<file path="src/rtl/vga_rom_pixel_fetch_pkg.sv">
// Shared definitions for the VGA photo path.
// Provides the active raster size, the scan coordinate width, the fetch
// state encoding and a small window-span helper used by the pixel fetcher.
// No ports: this is a package imported by the fetch datapath files.
package vga_rom_pixel_fetch_pkg;

  localparam int H_ACTIVE = 800;
  localparam int V_ACTIVE = 600;
  localparam int COORD_W  = 16;

  typedef enum logic [1:0] {
    WAIT_TOP = 2'd0,
    IN_IMAGE = 2'd1,
    DONE     = 2'd2
  } fetch_state_t;

  // True when lo <= v < hi, all as unsigned coordinate values.
  function automatic logic in_span(input logic [COORD_W-1:0] v,
                                   input logic [COORD_W-1:0] lo,
                                   input logic [COORD_W-1:0] hi);
    return (v >= lo) && (v < hi);
  endfunction

endpackage

</file>
<file path="src/rtl/vga_rom_pixel_fetch_delay_line.sv">
// Reset-clearable shift register used to keep side-band flags aligned with
// data travelling through a fixed-latency path.
// Ports:
//   clk    in   1      clock
//   rst_n  in   1      asynchronous active-low reset, clears every stage
//   din    in   WIDTH  value entering the line
//   dout   out  WIDTH  value from DEPTH clocks earlier
module vga_delay_line #(
  parameter int DEPTH = 2,
  parameter int WIDTH = 1
) (
  input  logic             clk,
  input  logic             rst_n,
  input  logic [WIDTH-1:0] din,
  output logic [WIDTH-1:0] dout
);

  logic [WIDTH-1:0] stage [DEPTH];

  // Plain shift chain; stage 0 takes the new value, each later stage takes
  // its predecessor, so dout lags din by exactly DEPTH clocks.
  always_ff @(posedge clk or negedge rst_n) begin
    if (!rst_n) begin
      for (int i = 0; i < DEPTH; i++) begin
        stage[i] <= '0;
      end
    end else begin
      stage[0] <= din;
      for (int i = 1; i < DEPTH; i++) begin
        stage[i] <= stage[i-1];
      end
    end
  end

  assign dout = stage[DEPTH-1];

endmodule

</file>
<file path="src/rtl/vga_rom_pixel_fetch.sv">
// Picture source for the 800x600 VGA photo path. Turns the driver's scan
// coordinate into image ROM addresses and hands back a latency-aligned pixel
// byte: ROM data inside the image window, BG_COLOR everywhere else.
// Total latency from coordinate to data_out/data_vld is ROM_LAT+2 clocks.
// Ports:
//   clk          in   1       pixel clock
//   rst_n        in   1       asynchronous active-low reset
//   frame_start  in   1       one-cycle pulse at vertical sync start
//   de           in   1       display enable; vga_x/vga_y valid when 1
//   vga_x        in   16      current column
//   vga_y        in   16      current line
//   rom_addr     out  ROM_AW  image ROM address (registered)
//   rom_q        in   8       image ROM data, ROM_LAT clocks after rom_addr
//   data_out     out  8       pixel byte to the driver
//   data_vld     out  1       data_out belongs to a de=1 input cycle
//   img_done     out  1       last image pixel already fetched this frame
module vga_rom_pixel_fetch
  import vga_rom_pixel_fetch_pkg::*;
#(
  parameter int          IMG_W    = 200,
  parameter int          IMG_H    = 150,
  parameter int          IMG_X0   = 300,
  parameter int          IMG_Y0   = 225,
  parameter int          ROM_AW   = 16,
  parameter int          ROM_LAT  = 1,
  parameter logic [7:0]  BG_COLOR = 8'h00
) (
  input  logic               clk,
  input  logic               rst_n,
  input  logic               frame_start,
  input  logic               de,
  input  logic [COORD_W-1:0] vga_x,
  input  logic [COORD_W-1:0] vga_y,
  output logic [ROM_AW-1:0]  rom_addr,
  input  logic [7:0]         rom_q,
  output logic [7:0]         data_out,
  output logic               data_vld,
  output logic               img_done
);

  localparam int PIX_COUNT = IMG_W * IMG_H;

  if (PIX_COUNT > (1 << ROM_AW)) begin : g_bad_rom_aw
    $error("vga_rom_pixel_fetch: image does not fit in ROM_AW address bits");
  end
  if ((ROM_LAT < 1) || (ROM_LAT > 2)) begin : g_bad_rom_lat
    $error("vga_rom_pixel_fetch: ROM_LAT must be 1 or 2");
  end
  if ((IMG_X0 + IMG_W > H_ACTIVE) || (IMG_Y0 + IMG_H > V_ACTIVE)) begin : g_bad_window
    $error("vga_rom_pixel_fetch: image window exceeds the active raster");
  end

  localparam logic [ROM_AW-1:0]  ADDR_LAST = ROM_AW'(PIX_COUNT - 1);
  localparam logic [COORD_W-1:0] X_LO      = COORD_W'(IMG_X0);
  localparam logic [COORD_W-1:0] X_HI      = COORD_W'(IMG_X0 + IMG_W);
  localparam logic [COORD_W-1:0] Y_LO      = COORD_W'(IMG_Y0);
  localparam logic [COORD_W-1:0] Y_HI      = COORD_W'(IMG_Y0 + IMG_H);

  fetch_state_t      state;
  fetch_state_t      next_state;
  logic [ROM_AW-1:0] addr_cnt;
  logic              win;
  logic              fetch;
  logic              at_last;
  logic [1:0]        flags_in;
  logic [1:0]        flags_d;
  logic              win_d;
  logic              de_d;

  // A pixel is in the image window only while the driver says the
  // coordinate is valid. A frame_start in the same cycle cancels the fetch,
  // and once the whole image has been read further window pixels are not
  // fetched again (the address simply stays on the last pixel).
  always_comb begin
    win     = de && in_span(vga_x, X_LO, X_HI) && in_span(vga_y, Y_LO, Y_HI);
    fetch   = win && !frame_start && (state != DONE);
    at_last = (addr_cnt == ADDR_LAST);
  end

  // Fetch state register.
  always_ff @(posedge clk or negedge rst_n) begin
    if (!rst_n) begin
      state <= WAIT_TOP;
    end else begin
      state <= next_state;
    end
  end

  // frame_start restarts the image from any state. The first fetched pixel
  // leaves WAIT_TOP; issuing the last address moves to DONE, which is only
  // left by the next frame_start. A one-pixel image goes straight to DONE.
  always_comb begin
    next_state = state;
    if (frame_start) begin
      next_state = WAIT_TOP;
    end else begin
      case (state)
        WAIT_TOP: begin
          if (fetch) begin
            next_state = at_last ? DONE : IN_IMAGE;
          end
        end
        IN_IMAGE: begin
          if (fetch && at_last) begin
            next_state = DONE;
          end
        end
        DONE: begin
          next_state = DONE;
        end
        default: begin
          next_state = WAIT_TOP;
        end
      endcase
    end
  end

  assign img_done = (state == DONE);

  // Address counter and registered ROM address. Raster order visits window
  // pixels in image order, so a plain running counter walks the ROM row by
  // row without any multiply. The counter parks on the last pixel so stray
  // window cycles after the image keep reading a valid address.
  always_ff @(posedge clk or negedge rst_n) begin
    if (!rst_n) begin
      addr_cnt <= '0;
      rom_addr <= '0;
    end else if (frame_start) begin
      addr_cnt <= '0;
    end else if (fetch) begin
      rom_addr <= addr_cnt;
      if (!at_last) begin
        addr_cnt <= addr_cnt + ROM_AW'(1);
      end
    end
  end

  // The window and enable flags ride alongside the address through the
  // register stage plus the ROM latency, so they meet the matching rom_q.
  // A frame_start cycle is forced to background even if it was in window.
  assign flags_in = {win && !frame_start, de};

  vga_delay_line #(
    .DEPTH (ROM_LAT + 1),
    .WIDTH (2)
  ) u_flag_delay (
    .clk   (clk),
    .rst_n (rst_n),
    .din   (flags_in),
    .dout  (flags_d)
  );

  assign win_d = flags_d[1];
  assign de_d  = flags_d[0];

  // Output register: ROM byte for window pixels, background otherwise.
  // Blanking cycles travel through as background with data_vld low.
  always_ff @(posedge clk or negedge rst_n) begin
    if (!rst_n) begin
      data_out <= 8'h00;
      data_vld <= 1'b0;
    end else begin
      data_out <= win_d ? rom_q : BG_COLOR;
      data_vld <= de_d;
    end
  end

endmodule
</file>
<file path="config.mk">
export PLATFORM = sky130hd
export DESIGN_NAME = vga_rom_pixel_fetch
export DESIGN_NICKNAME = d
export VERILOG_FILES = /design/src/rtl/vga_rom_pixel_fetch_pkg.sv /design/src/rtl/vga_rom_pixel_fetch_delay_line.sv /design/src/rtl/vga_rom_pixel_fetch.sv
export SDC_FILE = /design/constraint.sdc
export NUM_CORES = 1
export LEC_CHECK = 0
export CAP_MARGIN = 20
export CORE_ASPECT_RATIO = 0.9
export CORE_MARGIN = 2
export CORE_UTILIZATION = 30
export DETAILED_ROUTE_END_ITERATION = 8
export HOLD_SLACK_MARGIN = 0.03
export SLEW_MARGIN = 20
export SYNTH_ARGS = -nofsm -noshare
export SYNTH_HDL_FRONTEND = slang
export SYNTH_SLANG_ARGS = --single-unit
export TNS_END_PERCENT = 1
</file>
<file path="constraint.sdc">
create_clock -name clk -period 3.6 [get_ports clk]
set_input_delay 0.54 -clock clk [delete_from_list [all_inputs] [get_ports clk]]
set_output_delay 0.54 -clock clk [all_outputs]
set_load 0.01 [all_outputs]
</file>
==> impl_metrics.py <==
metrics = {
    "cells_and_area": {
        "layout_common_cells": "clkdlybuf4s50_1 (66), nand2_1 (48), dfrtp_1 (47)",
        "fin_nets": 347,
        "diodes": 0,
        "final_common_cell": "clkdlybuf4s50_1",
        "syn_to_final_growth_pct": 38.0,
        "fillers": 726,
        "drive_gt1_share_pct": 6.04,
        "fin_cells": 391,
    },
    "floorplanning": {
        "rows": 29,
        "io_pins": 70,
        "coreArea_um2": 7110,
        "dieArea_um2": 8140,
        "die_h_um": 85.8,
        "die_w_um": 94.9,
        "initial_utilization_pct": 31.4,
    },
    "power": {
        "peakVddDrop_v": 0.000128,
        "p_leak_nw": 1.29,
        "power.density_nw_per_um2": 298,
    },
    "synth": {
        "synth_nets": 278,
        "synth_top_area_share_pct": 52.7,
        "synth_edf_count": 0,
        "synthesis.instances": 229,
        "ys_types": 43,
        "ys_warn_count": 0,
        "yosysSeqAreaShare_pct": 52.7,
        "syn_avg_cell_area_um2": 9.74,
        "synthTopCellsByArea": "dfrtp_1 (53%), nand2_1 (8.1%), a21oi_1 (3.1%)",
        "synthFlopType": "dfrtp_1",
        "ys_ff_latch": 47,
        "synth_area_um2": 2230,
        "async_reset_ff_share_pct": 100,
        "yosysTopAreaCell": "dfrtp_1",
    },
    "timing": {
        "finalMaxSlewViolations": 0,
        "fin_crit_ns": 2.90,
        "period_share_pct": 80.6,
        "hold_viol": 0,
        "setup_ws_ns": 0.699,
        "max_freq_mhz": 345,
        "max_slew_margin_pct": 61.0,
        "final-setup-viol-count": 0,
        "worst_pin_slew_ns": 0.585,
        "rsz0062_at_grt": "false",
        "setup-tns-final_ns": 0,
        "fin_worst_skew_ns": 0.00714,
    },
    "worst_setup_path": {
        "critPathKind": "primary input to flop",
        "arrival_ns": 3.13,
        "critPathMaxFanout": 14,
        "required_ns": 3.82,
        "end_kind": "flop",
        "start_kind": "primary input",
        "reg2reg_depth": 6,
    },
    "drt": {
        "drt_iter0_drc": 73,
        "vias": 1921,
        "ant_nets": 0,
        "viasPerCell": 4.91,
        "drc": 0,
        "drt_first_pass_iters": 4,
        "wl_um": 4900,
        "wl_per_cell_um": 12.5,
    },
    "placement": {
        "placed_cells": 384,
        "dp_slack_ns": 0.381,
        "hpwl_um": 3690,
        "gp_congestion": 0.820,
        "io_buffers": 67,
    },
    "cts": {
        "clk_pin_slew_ns": 0.08,
        "cts_made_buffers": 5,
        "cts_buffer_depth": 2,
        "clock_latency_ns": 0.30,
        "root_buffer": "clkbuf_8",
        "cts_max_level": 2,
        "cts.sinks": 47,
        "cts_hold_buffers": 0,
        "postCtsSetupBuffers": 0,
        "tritoncts": "done",
        "post_cts_resized": 0,
    },
    "grt": {
        "grt_first_pass_wirelength_um": 8520,
        "grt_overflow": 0,
        "grtUsageTotal_pct": 13.2,
        "grt_max_degree": 48,
        "first_global_vias": 1888,
        "antenna_found_initial": 0,
    },
    "run_status": {
        "status": "completed",
    },
    "hold_path": {
        "hold_path.class": "primary input to asynchronous set/reset pin",
    },
    "flow_run": {
        "maxCapViolCount": 0,
    },
}
[cell type report]
class	instances	area [um2]	area share (%)
Timing Repair Buffer	70	691	22.4
Sequential cell	47	1180	38.2
Inverter	10	37.5	1.22
Clock inverter	1	5.00	0.163
Tap cell	93	116	3.78
Multi-Input combinational cell	164	968	31.5
Clock buffer	6	82.6	2.68
[per-layer routing]
layer	share of wire (%)	wire length [um]	global-route usage [%]	vias to the layer above
met1	46	2260	16.8	907
met5	0	0	0	-
li1	-	-	-	951
met2	48	2330	22.1	57
met4	1.1	52	4.35	0
met3	5.3	259	3.08	6
[worst paths after layout]
kind | from | end | slack, ns
setup / recovery | de | addr_cnt[10]$_DFFE_PN0P_ | 0.70
hold / removal | rst_n | rom_addr[10]$_DFFE_PN0P_ | 0.25
setup reg to reg | addr_cnt[0]$_DFFE_PN0P_ | addr_cnt[10]$_DFFE_PN0P_ | 1.26
hold reg to reg | u_flag_delay.dout[0]$_DFF_PN0_ | data_vld$_DFF_PN0_ | 0.35
max in group asynchronous | rst_n | rom_addr[13]$_DFFE_PN0P_ | 2.97
min in group clk | u_flag_delay.dout[0]$_DFF_PN0_ | data_vld$_DFF_PN0_ | 0.35
[logic make-up after synthesis]
logic type,count (synthesis),synth area share (%)
adders and majority gates,5,2.81
DFF,47,52.7
and+or+nand+nor,114,27.9
AOI/OAI and AO/OA,45,12.7
buffers and inverters,18,3.82
[worst max-delay path, cell delays in order]
cell and delay (ns):
clkdlybuf4s50_1 0.47, or4bb_1 0.48, nor3_1 0.26, and3_1 0.26
nand4_1 0.42, or4_1 0.55, a21oi_1 0.16
[cells in the mapped netlist, drive strengths merged (4+ instances only)]
cell type and n:
and2 8, nand4 4, ha 5, inv 10, or4 9, nand3 12
nor4 4, nor2 7, o21ai 11, and3 6, or3 4, dfrtp 47
nand2 48, o31ai 7, buf 5, a21oi 14
[power breakdown]
part           switching [mW]  internal (mW)  leakage [nW]
clock network           0.167          0.151        0.0470
registers            0.000340          0.529         0.650
logic                  0.0253         0.0439         0.590
[through the flow]
step                      hold slack (ns)  util [%]  total power, mW  cell area (um2)
final                               0.246      43.3            0.917             3080
after global routing                0.285      43.3            0.962             3080
after CTS                           0.358      43.2            0.932             3070
after detailed placement            0.339      42.0            0.610             2990
after global placement              0.333      42.0            0.610             2990
after floorplan                     0.244         -            0.550             2230
[state kept, by name, summed over array words and instances (netlist names)]
name,count
addr_cnt,16
rom_addr,16
data_out,8
state,2
u_flag_delay.dout,2
u_flag_delay.stage,2
data_vld,1
No activity file was read; power rests on OpenSTA's default activity.
